$ cat src/rtl/fetch_control_pkg.sv
// Shared definitions for the fetch-stage sequencing controller: FSM state
// encodings, datapath widths and the instruction constants used by the front end.
package fetch_control_pkg;

    localparam int PC_WIDTH = 11;
    localparam int REG_W    = 5;
    localparam int INSTR_W  = 32;

    localparam logic [5:0]         HALT_OPCODE = 6'h3F;
    localparam logic [INSTR_W-1:0] NOP_INSTR   = '0;

    typedef enum logic [2:0] {
        BOOT  = 3'd0,
        RUN   = 3'd1,
        PAUSE = 3'd2,
        STEP  = 3'd3,
        HALT  = 3'd4
    } state_t;

endpackage

$ cat src/rtl/fetch_control_if.sv
// Bundle of hazard inputs from ID and control outputs toward the fetch datapath.
// The controller uses the master modport; the pipeline side uses slave.
interface fetch_control_if #(
    parameter int CNT_W = 16
);
    import fetch_control_pkg::*;

    logic                id_ex_mem_read;
    logic [REG_W-1:0]    id_ex_rt;
    logic [REG_W-1:0]    if_id_rs;
    logic [REG_W-1:0]    if_id_rt;
    logic                if_id_uses_rt;
    logic                branch_taken;
    logic [PC_WIDTH-1:0] branch_target;
    logic                halt_detected;
    logic                debug_mode;
    logic                step_req;

    logic                pc_write;
    logic                if_id_write;
    logic                if_flush;
    logic                id_ex_bubble;
    logic                pc_src;
    logic [PC_WIDTH-1:0] pc_salto;
    logic                step_ack;
    logic                halted;
    logic [2:0]          state_o;
    logic [CNT_W-1:0]    stall_count;
    logic [CNT_W-1:0]    flush_count;

    modport master (
        input  id_ex_mem_read, id_ex_rt, if_id_rs, if_id_rt, if_id_uses_rt,
               branch_taken, branch_target, halt_detected, debug_mode, step_req,
        output pc_write, if_id_write, if_flush, id_ex_bubble, pc_src, pc_salto,
               step_ack, halted, state_o, stall_count, flush_count
    );

    modport slave (
        output id_ex_mem_read, id_ex_rt, if_id_rs, if_id_rt, if_id_uses_rt,
               branch_taken, branch_target, halt_detected, debug_mode, step_req,
        input  pc_write, if_id_write, if_flush, id_ex_bubble, pc_src, pc_salto,
               step_ack, halted, state_o, stall_count, flush_count
    );

endinterface

$ cat src/rtl/fetch_control_hazard_detect.sv
// Load-use hazard detector: flags when the load in ID/EX writes a register
// that the instruction in IF/ID is about to read. Register 0 never hazards.
module hazard_detect
    import fetch_control_pkg::*;
(
    input  logic             id_ex_mem_read,
    input  logic [REG_W-1:0] id_ex_rt,
    input  logic [REG_W-1:0] if_id_rs,
    input  logic [REG_W-1:0] if_id_rt,
    input  logic             if_id_uses_rt,
    output logic             hz
);

    always_comb begin
        hz = id_ex_mem_read && (id_ex_rt != '0) &&
             ((id_ex_rt == if_id_rs) || (if_id_uses_rt && (id_ex_rt == if_id_rt)));
    end

endmodule

$ cat src/rtl/fetch_control.sv
// Fetch-stage sequencer: boot warm-up, load-use stalls, branch flushes, HALT and
// debug pause/single-step. Control outputs are combinational from state and inputs.
module fetch_control
    import fetch_control_pkg::*;
#(
    parameter int BOOT_CYCLES = 2,
    parameter int CNT_W       = 16
) (
    input  logic          clock,
    input  logic          reset,
    fetch_control_if.master bus
);

    localparam int               BOOT_W    = (BOOT_CYCLES > 1) ? $clog2(BOOT_CYCLES) : 1;
    localparam logic [BOOT_W-1:0] BOOT_INIT = BOOT_W'(BOOT_CYCLES - 1);
    localparam logic [CNT_W-1:0]  CNT_MAX   = '1;

    state_t              state_q, state_d;
    logic [BOOT_W-1:0]   boot_cnt_q, boot_cnt_d;
    logic [CNT_W-1:0]    stall_cnt_q, stall_cnt_d;
    logic [CNT_W-1:0]    flush_cnt_q, flush_cnt_d;
    logic                hz;

    logic pc_write, if_id_write, if_flush, id_ex_bubble, pc_src, step_ack, halted;

    hazard_detect u_hazard (
        .id_ex_mem_read (bus.id_ex_mem_read),
        .id_ex_rt       (bus.id_ex_rt),
        .if_id_rs       (bus.if_id_rs),
        .if_id_rt       (bus.if_id_rt),
        .if_id_uses_rt  (bus.if_id_uses_rt),
        .hz             (hz)
    );

    always_ff @(posedge clock or posedge reset) begin
        if (reset) begin
            state_q     <= BOOT;
            boot_cnt_q  <= BOOT_INIT;
            stall_cnt_q <= '0;
            flush_cnt_q <= '0;
        end else begin
            state_q     <= state_d;
            boot_cnt_q  <= boot_cnt_d;
            stall_cnt_q <= stall_cnt_d;
            flush_cnt_q <= flush_cnt_d;
        end
    end

    always_comb begin
        state_d      = state_q;
        boot_cnt_d   = boot_cnt_q;
        stall_cnt_d  = stall_cnt_q;
        flush_cnt_d  = flush_cnt_q;
        pc_write     = 1'b0;
        if_id_write  = 1'b0;
        if_flush     = 1'b0;
        id_ex_bubble = 1'b0;
        pc_src       = 1'b0;
        step_ack     = 1'b0;
        halted       = 1'b0;

        case (state_q)
            BOOT: begin
                if_id_write  = 1'b1;
                if_flush     = 1'b1;
                id_ex_bubble = 1'b1;
                if (boot_cnt_q == '0) state_d = RUN;
                else                  boot_cnt_d = boot_cnt_q - 1'b1;
            end
            RUN, STEP: begin
                step_ack = (state_q == STEP);
                state_d  = bus.debug_mode ? PAUSE : RUN;
                // A stalled instruction is re-evaluated next cycle, so branch/HALT wait.
                if (hz) begin
                    id_ex_bubble = 1'b1;
                    if (stall_cnt_q != CNT_MAX) stall_cnt_d = stall_cnt_q + 1'b1;
                end else if (bus.branch_taken) begin
                    pc_src      = 1'b1;
                    pc_write    = 1'b1;
                    if_id_write = 1'b1;
                    if_flush    = 1'b1;
                    if (flush_cnt_q != CNT_MAX) flush_cnt_d = flush_cnt_q + 1'b1;
                end else if (bus.halt_detected) begin
                    state_d = HALT;
                end else begin
                    pc_write    = 1'b1;
                    if_id_write = 1'b1;
                end
            end
            PAUSE: begin
                id_ex_bubble = 1'b1;
                if (!bus.debug_mode)   state_d = RUN;
                else if (bus.step_req) state_d = STEP;
            end
            HALT: begin
                id_ex_bubble = 1'b1;
                halted       = 1'b1;
            end
            default: begin
                if_id_write  = 1'b1;
                if_flush     = 1'b1;
                id_ex_bubble = 1'b1;
                state_d      = BOOT;
                boot_cnt_d   = BOOT_INIT;
            end
        endcase

        // Reset must drive the safe front-end values even before any clock edge.
        if (reset) begin
            pc_write     = 1'b0;
            if_id_write  = 1'b1;
            if_flush     = 1'b1;
            id_ex_bubble = 1'b1;
            pc_src       = 1'b0;
            step_ack     = 1'b0;
            halted       = 1'b0;
        end
    end

    assign bus.pc_write     = pc_write;
    assign bus.if_id_write  = if_id_write;
    assign bus.if_flush     = if_flush;
    assign bus.id_ex_bubble = id_ex_bubble;
    assign bus.pc_src       = pc_src;
    assign bus.pc_salto     = pc_src ? bus.branch_target : '0;
    assign bus.step_ack     = step_ack;
    assign bus.halted       = halted;
    assign bus.state_o      = state_q;
    assign bus.stall_count  = stall_cnt_q;
    assign bus.flush_count  = flush_cnt_q;

endmodule

$ cat src/flat_wrapper.sv
// flat-port wrapper written by rule: the top's interface ports become plain ports
module fetch_control_flat import fetch_control_pkg::*;
#(
    parameter int BOOT_CYCLES = 2,
    parameter int CNT_W       = 16
)
  (clock, reset, bus_id_ex_mem_read, bus_id_ex_rt, bus_if_id_rs, bus_if_id_rt, bus_if_id_uses_rt, bus_branch_taken, bus_branch_target, bus_halt_detected, bus_debug_mode, bus_step_req, bus_pc_write, bus_if_id_write, bus_if_flush, bus_id_ex_bubble, bus_pc_src, bus_pc_salto, bus_step_ack, bus_halted, bus_state_o, bus_stall_count, bus_flush_count);
  fetch_control_if #(.CNT_W(CNT_W)) bus_i ();
  input  logic clock;
  input  logic reset;
  input wire logic [$bits(bus_i.id_ex_mem_read)-1:0] bus_id_ex_mem_read;
  input wire logic [$bits(bus_i.id_ex_rt)-1:0] bus_id_ex_rt;
  input wire logic [$bits(bus_i.if_id_rs)-1:0] bus_if_id_rs;
  input wire logic [$bits(bus_i.if_id_rt)-1:0] bus_if_id_rt;
  input wire logic [$bits(bus_i.if_id_uses_rt)-1:0] bus_if_id_uses_rt;
  input wire logic [$bits(bus_i.branch_taken)-1:0] bus_branch_taken;
  input wire logic [$bits(bus_i.branch_target)-1:0] bus_branch_target;
  input wire logic [$bits(bus_i.halt_detected)-1:0] bus_halt_detected;
  input wire logic [$bits(bus_i.debug_mode)-1:0] bus_debug_mode;
  input wire logic [$bits(bus_i.step_req)-1:0] bus_step_req;
  output wire logic [$bits(bus_i.pc_write)-1:0] bus_pc_write;
  output wire logic [$bits(bus_i.if_id_write)-1:0] bus_if_id_write;
  output wire logic [$bits(bus_i.if_flush)-1:0] bus_if_flush;
  output wire logic [$bits(bus_i.id_ex_bubble)-1:0] bus_id_ex_bubble;
  output wire logic [$bits(bus_i.pc_src)-1:0] bus_pc_src;
  output wire logic [$bits(bus_i.pc_salto)-1:0] bus_pc_salto;
  output wire logic [$bits(bus_i.step_ack)-1:0] bus_step_ack;
  output wire logic [$bits(bus_i.halted)-1:0] bus_halted;
  output wire logic [$bits(bus_i.state_o)-1:0] bus_state_o;
  output wire logic [$bits(bus_i.stall_count)-1:0] bus_stall_count;
  output wire logic [$bits(bus_i.flush_count)-1:0] bus_flush_count;
  assign bus_i.id_ex_mem_read = bus_id_ex_mem_read;
  assign bus_i.id_ex_rt = bus_id_ex_rt;
  assign bus_i.if_id_rs = bus_if_id_rs;
  assign bus_i.if_id_rt = bus_if_id_rt;
  assign bus_i.if_id_uses_rt = bus_if_id_uses_rt;
  assign bus_i.branch_taken = bus_branch_taken;
  assign bus_i.branch_target = bus_branch_target;
  assign bus_i.halt_detected = bus_halt_detected;
  assign bus_i.debug_mode = bus_debug_mode;
  assign bus_i.step_req = bus_step_req;
  assign bus_pc_write = bus_i.pc_write;
  assign bus_if_id_write = bus_i.if_id_write;
  assign bus_if_flush = bus_i.if_flush;
  assign bus_id_ex_bubble = bus_i.id_ex_bubble;
  assign bus_pc_src = bus_i.pc_src;
  assign bus_pc_salto = bus_i.pc_salto;
  assign bus_step_ack = bus_i.step_ack;
  assign bus_halted = bus_i.halted;
  assign bus_state_o = bus_i.state_o;
  assign bus_stall_count = bus_i.stall_count;
  assign bus_flush_count = bus_i.flush_count;
  fetch_control #(.BOOT_CYCLES(BOOT_CYCLES), .CNT_W(CNT_W)) u_core (.clock(clock), .reset(reset), .bus(bus_i));
endmodule
$ cat config.mk
export PLATFORM = sky130hd
export DESIGN_NAME = fetch_control_flat
export DESIGN_NICKNAME = d
export VERILOG_FILES = /design/src/rtl/fetch_control_pkg.sv /design/src/rtl/fetch_control_if.sv /design/src/rtl/fetch_control_hazard_detect.sv /design/src/rtl/fetch_control.sv /design/src/flat_wrapper.sv
export SDC_FILE = /design/constraint.sdc
export NUM_CORES = 1
export LEC_CHECK = 0
export CAP_MARGIN = 25
export CORE_ASPECT_RATIO = 0.75
export CORE_MARGIN = 1.5
export CORE_UTILIZATION = 46
export DETAILED_ROUTE_END_ITERATION = 7
export MAX_ROUTING_LAYER = met4
export PLACE_DENSITY_LB_ADDON = 0.1
export SYNTH_ARGS = -nofsm -noshare
export SYNTH_HDL_FRONTEND = slang
export SYNTH_SLANG_ARGS = --single-unit
$ cat constraint.sdc
create_clock -name clock -period 5.12 [get_ports clock]
set_input_delay 1.024 -clock clock [delete_from_list [all_inputs] [get_ports clock]]
set_output_delay 1.024 -clock clock [all_outputs]
set_load 0.02 [all_outputs]
; Yosys cells after proc, flatten, opt, wreduce, memory -nomap -nowiden
; Index checks and enable logic that the tools add are counted.
[totals]
in_bits = 34
wordCells = 62
output_inout_bits = 53
register_bits = 36
[classes]
muxes = 31
n_reduce_logical = 12
n_bitwise = 2
eq_ne = 10
add_sub_neg = 3
[ops]
columns = operator, count
row1 = $add A16 B1 Y16 const B, 2
row2 = $ne A16 B16 Y1 const B, 2
row3 = $mux W1, 19
row4 = $mux W3, 6
row5 = $pmux W3 S4, 1
row6 = $mux W11, 1
row7 = $eq A5 B5 Y1, 2
row8 = $eq A3 B2 Y1 const B, 2
row9 = $pmux W1 S2, 3
row10 = $reduce_and A3 Y1, 2
row11 = $reduce_bool A5 Y1, 1
row12 = $reduce_and A4 Y1, 1
row13 = $reduce_or A2 Y1, 2
row14 = $reduce_or A4 Y1, 1
row15 = $eq A3 B1 Y1 const B, 1
row16 = $eq A3 B3 Y1 const B, 1
row17 = $logic_and A1 B1 Y1, 3
row18 = $logic_not A3 Y1, 1
row19 = $ne A3 B3 Y1 const B, 1
row20 = $mux W2, 1
row21 = $ne A2 B2 Y1 const B, 1
row22 = $not A1 Y1, 2
row23 = $logic_or A1 B1 Y1, 1
row24 = $sub A1 B1 Y1 const B, 1

; Logic depth before layout (Yosys ltp)
; Gate-level depths: netlist of the first run.
[depth]
ltp_word = 8
mapped_depth = 7
ltp_nobuf = 7

; Modules after synthesis
; Synthesis of the first run repeated with hierarchy kept, for this count alone.
[hier_totals]
cells_unflattened = 212
area_unflattened_um2 = 2159.6
[by_module_without_submodules]
columns = mod, cells_per_inst, area_per_inst_um2, seq_area_each_um2, n_inst
row1 = fetch_control, 195, 2026.9, 902.1, 1
row2 = hazard_detect, 17, 132.6, 0.0, 1

; Least setup slack after synthesis of the first run
; Ideal clock, no wire load.
[synth_path]
kind = input to output
start = input bus_id_ex_rt[0]
end = output bus_if_flush
path_stages = 5
arrival_ns = 2.640
slack_ns = 1.456
path_buffers = 1
required_time_ns = 4.096
path_cell_list = or4_1 -> o221ai_2 -> buf_2 -> a21oi_1 -> o21ai_0
[synth_between]
elab_chain_cells = 7
word_cells_on_any_way = 10
classes_between = 2 x eq/ne / 3 x mux / 5 x reduce/logical
[synth_rtl]
columns = item, line_no
row1 = from (decl), flat_wrapper.sv:12  ; input wire logic [$bits(bus_i.id_ex_rt)-1:0] bus_id_ex_rt;
row2 = $eq A5 B5 Y1, fetch_control_hazard_detect.sv:16  ; ((id_ex_rt == if_id_rs) || (if_id_uses_rt && (id_ex_rt == if_id_rt)));
row3 = $logic_and A1 B1 Y1, fetch_control_hazard_detect.sv:16
row4 = $logic_or A1 B1 Y1, fetch_control_hazard_detect.sv:16
row5 = $logic_and A1 B1 Y1 *, fetch_control_hazard_detect.sv:15  ; hz = id_ex_mem_read && (id_ex_rt != '0) &&
row6 = $mux W1 *, fetch_control.sv:74  ; if (hz) begin
row7 = $pmux W1 S2 *, fetch_control.sv:62  ; case (state_q)
row8 = $mux W1 *, fetch_control.sv:109  ; if (reset) begin
row9 = to (decl), flat_wrapper.sv:23  ; output wire logic [$bits(bus_i.if_flush)-1:0] bus_if_flush;
; Every way passes the cells marked *; elsewhere a longest branch is shown, timed or not.

; Worst setup path after layout of the first run
[layout_path]
start = input bus_id_ex_rt[0]
end = output bus_if_id_write
[layout_between]
elab_chain_cells = 7
word_cells_on_any_way = 10
classes_between = 2 x eq/ne / 3 x mux / 5 x reduce/logical
[layout_rtl]
columns = item, line_no
row1 = $eq A5 B5 Y1, fetch_control_hazard_detect.sv:16
row2 = $logic_and A1 B1 Y1, fetch_control_hazard_detect.sv:16
row3 = $logic_or A1 B1 Y1, fetch_control_hazard_detect.sv:16
row4 = $logic_and A1 B1 Y1 *, fetch_control_hazard_detect.sv:15
row5 = $mux W1 *, fetch_control.sv:74
row6 = $pmux W1 S2 *, fetch_control.sv:62
row7 = $mux W1 *, fetch_control.sv:109
row8 = to (decl), flat_wrapper.sv:22  ; output wire logic [$bits(bus_i.if_id_write)-1:0] bus_if_id_write;
; Marks and branches as above.

==> impl_metrics.env, run 1 <==
export IMPL_outcome="finished, final reports clean"
export IMPL_dp_cells=346
export IMPL_seq_area_um2=902
export IMPL_viasPerCell=5.29
export IMPL_cts_root_buf="clkbuf_8"
export IMPL_syn_nets=245
export IMPL_yosysTopAreaCellShare_pct=42.9
export IMPL_nNetsFinal=334
export IMPL_wl_um=5030
export IMPL_crit_type="input port to output port"
export IMPL_grt_max_degree=35
export IMPL_finalCriticalPeriod_ps=4540
export IMPL_max_cap_violations=0
export IMPL_end_kind="output port"
export IMPL_drtAntennaViolNets=0
export IMPL_dr_pass1_iters=6
export IMPL_final_cells=354
export IMPL_crit_cells=7
export IMPL_ys_ff_latch=36
export IMPL_hold_viol_final=0
export IMPL_syn_to_final_growth_pct=49.0
export IMPL_syn_avg_cell_area_um2=9.76
export IMPL_die_h_um=60.7
export IMPL_dp_hpwl_um=3760
export IMPL_leakagePower_uw=0.00129
export IMPL_cpLargestDelayFamily="buffers and inverters"
export IMPL_grt_pass1_vias=1655
export IMPL_pwr_density_cell_mw_per_mm2=334
export IMPL_numCtsBuffers=5
export IMPL_tightest_slew_ps=579
export IMPL_worst_setup_path_start_kind="input port"
export IMPL_wire_per_inst_um=14.2
export IMPL_cp_slowest_stage_delay_ps=620
export IMPL_initial_core_util_pct=49.1
export IMPL_synth_edff_count=0
export IMPL_tns_ps=0
export IMPL_fmax_mhz=220
export IMPL_multi_input_area_mm2=0.00108
export IMPL_cts_tree="yes"
export IMPL_grt_usage_pct=22.7
export IMPL_synth_area_leaders="dfrtp_1 43%, xnor2_1 9.9%, xor2_1 7.7%"
export IMPL_yosysTopAreaCell="dfrtp_1"
export IMPL_core_mm2=0.00415
export IMPL_synth_ff_type="dfrtp_1"
export IMPL_grt_pass1_wl_um=8180
export IMPL_cts_hold_buf=0
export IMPL_yosysSeqAreaShare_pct=44.2
export IMPL_hold_class="flop to flop"
export IMPL_fill_cells=344
export IMPL_grt_setup_unrepaired="no"
export IMPL_reg2reg_depth=6
export IMPL_skew_ps=2.21
export IMPL_worst_path_most_repeated_cell="clkdlybuf4s50_1"
export IMPL_route_detailed_drc=0
export IMPL_vdd_drop_max_uv=303
export IMPL_drive_gt1_share_pct=6.02
export IMPL_finalMaxSlewViolations=0
export IMPL_synth_cells=209
export IMPL_max_slew_margin_pct=61.4
export IMPL_crit_fanout=34
export IMPL_hold_depth=1
export IMPL_crit_arrival_ps=3520
export IMPL_crit_path_top_delay_cell="clkdlybuf4s50_1"
export IMPL_path_clk_slew_ps=70
export IMPL_htree_levels=2
export IMPL_path_cells="clkdlybuf4s50_1 > or4_1 > o221ai_2 > buf_4 > a21oi_1 > o21ai_0 > clkdlybuf4s50_1"
export IMPL_yosys_warnings=0
export IMPL_gp_congestion=0.834
export IMPL_synth_area_mm2=0.00204
export IMPL_ios=87
export IMPL_row_count=20
export IMPL_antenna_found_initial=0
export IMPL_setup_viol=0
export IMPL_ctsResizeCount=0
export IMPL_first_iter_violations=90
export IMPL_cts_buffer_depth=2
export IMPL_die_x_um=79.9
export IMPL_critPathBufInv=3
export IMPL_period_share_pct=88.7
export IMPL_cts_sinks=36
export IMPL_io_buffers=86
export IMPL_synth_cell_types=33
export IMPL_synthArstFlopShare_pct=100
export IMPL_clk_latency_ps=280
export IMPL_grt_ovfl_total=0
export IMPL_num_antenna_cells=0
export IMPL_vias=1873
export IMPL_dieArea_mm2=0.00485
export IMPL_crit_required_ps=4100
export IMPL_post_cts_repair_setup_buffers=0
==> Yosys cell counts, drive strengths merged, types with 2 or more instances <==
library cell / n
a21oi: 3
and2: 12
and3: 12
and4: 2
buf: 5
dfrtp: 35
ha: 2
inv: 7
mux2: 2
nand2: 15
nand3: 17
nand4: 7
nor2: 10
nor2b: 2
nor3: 14
nor4: 5
o21ai: 4
or3: 3
xnor2: 23
xor2: 18
==> power by group <==
part | switching (µW) | total, µW | internal [µW]
clock | 96.9 | 207 | 110
combinational | 216 | 416 | 200
sequential | 61.8 | 391 | 329
==> per-layer routing <==
metal	GRT usage, %	part of all wire, %	vias up
met5	-	0	-
met4	5.42	0.70	0
met3	7.22	9.2	6
met2	34.3	43	85
met1	29.8	47	882
li1	-	-	900
==> path summary, 6_finish.rpt <==
kind | from | to | slack, ps
min | u_core.bus.stall_count[10] | u_core.bus.stall_count[10] | 490
max | bus_id_ex_rt[0] | bus_if_id_write | 580
min reg2reg | u_core.bus.stall_count[10] | u_core.bus.stall_count[10] | 490
max reg2reg | u_core.bus.stall_count[0] | u_core.bus.stall_count[1] | 2820
max in group asynchronous | reset | u_core.boot_cnt_q | 3440
min in group asynchronous | reset | u_core.bus.state_o[0] | 980
==> worst reg2reg max path, cell delays in order, from the launching register on <==
cell	delay [ps]
dfrtp_1	430
ha_1	220
nand4_1	150
nor3_1	340
a41o_1	620
nor2_1	140
mux2_2	300
==> cells in the final DEF, fill, tap and decap left out <==
master / instances
nor4_1: 1
maj3_1: 1
clkdlybuf4s50_1: 86
ha_1: 2
nor2b_1: 2
and4_1: 2
nor2_1: 10
or2_2: 1
nand2b_1: 1
o31ai_1: 1
or3_1: 3
dfstp_2: 1
nor4_2: 4
and2_1: 12
nand3_1: 17
xor2_1: 18
a22o_1: 1
xnor2_1: 23
a41o_1: 1
and3_1: 12
o221ai_2: 1
nand2_1: 15
a2111oi_2: 1
buf_4: 2
a21oi_1: 3
nand4_1: 7
clkbuf_1: 2
nor3_1: 14
mux2_2: 2
or4_1: 1
o21ai_0: 4
clkbuf_8: 6
inv_1: 7
dfrtp_1: 35
==> stage by stage <==
step                      setup WS (ps)  instance area, µm²  total power (µW)  utilization [%]  hold WS (ps)
after global routing                420                3040              1070             73.2           512
after detailed placement            591                2950               810             71.0           481
after global placement              630                2950               803             71.0           481
final                               579                3040              1010             73.2           489
after floorplan                    1460                2040               622                -           590
after CTS                           579                3040              1020             73.2           494
==> registers in the layout, indices dropped and copies added, names as in the netlist <==
name	count
u_core.bus.state_o	3
u_core.bus.flush_count	16
u_core.boot_cnt_q	1
u_core.bus.stall_count	16
==> final cells by class <==
class,count,share of cell area (%)
Multi-Input combinational cell,160,35.4
Clock buffer,8,2.96
Tap cell,55,2.26
Inverter,7,0.865
Timing Repair Buffer,88,28.8
Sequential cell,36,29.7
==> cell families after synthesis <==
family | Yosys count | share of synthesized area (%)
simple gates | 102 | 27.9
xor+xnor | 41 | 17.6
flops | 36 | 44.2
buf+inv | 13 | 3.01
compound gates | 12 | 4.48
fa+ha+maj | 3 | 1.72
mux | 2 | 1.10
Note: power is estimated with default switching activity, not from simulation.
==> inputs of run 2 (changes only) <==
SLEW_MARGIN = 40   (was default)
==> results of run 2 <==
The final DEF is identical to that of run 1; final timing and power are the same.
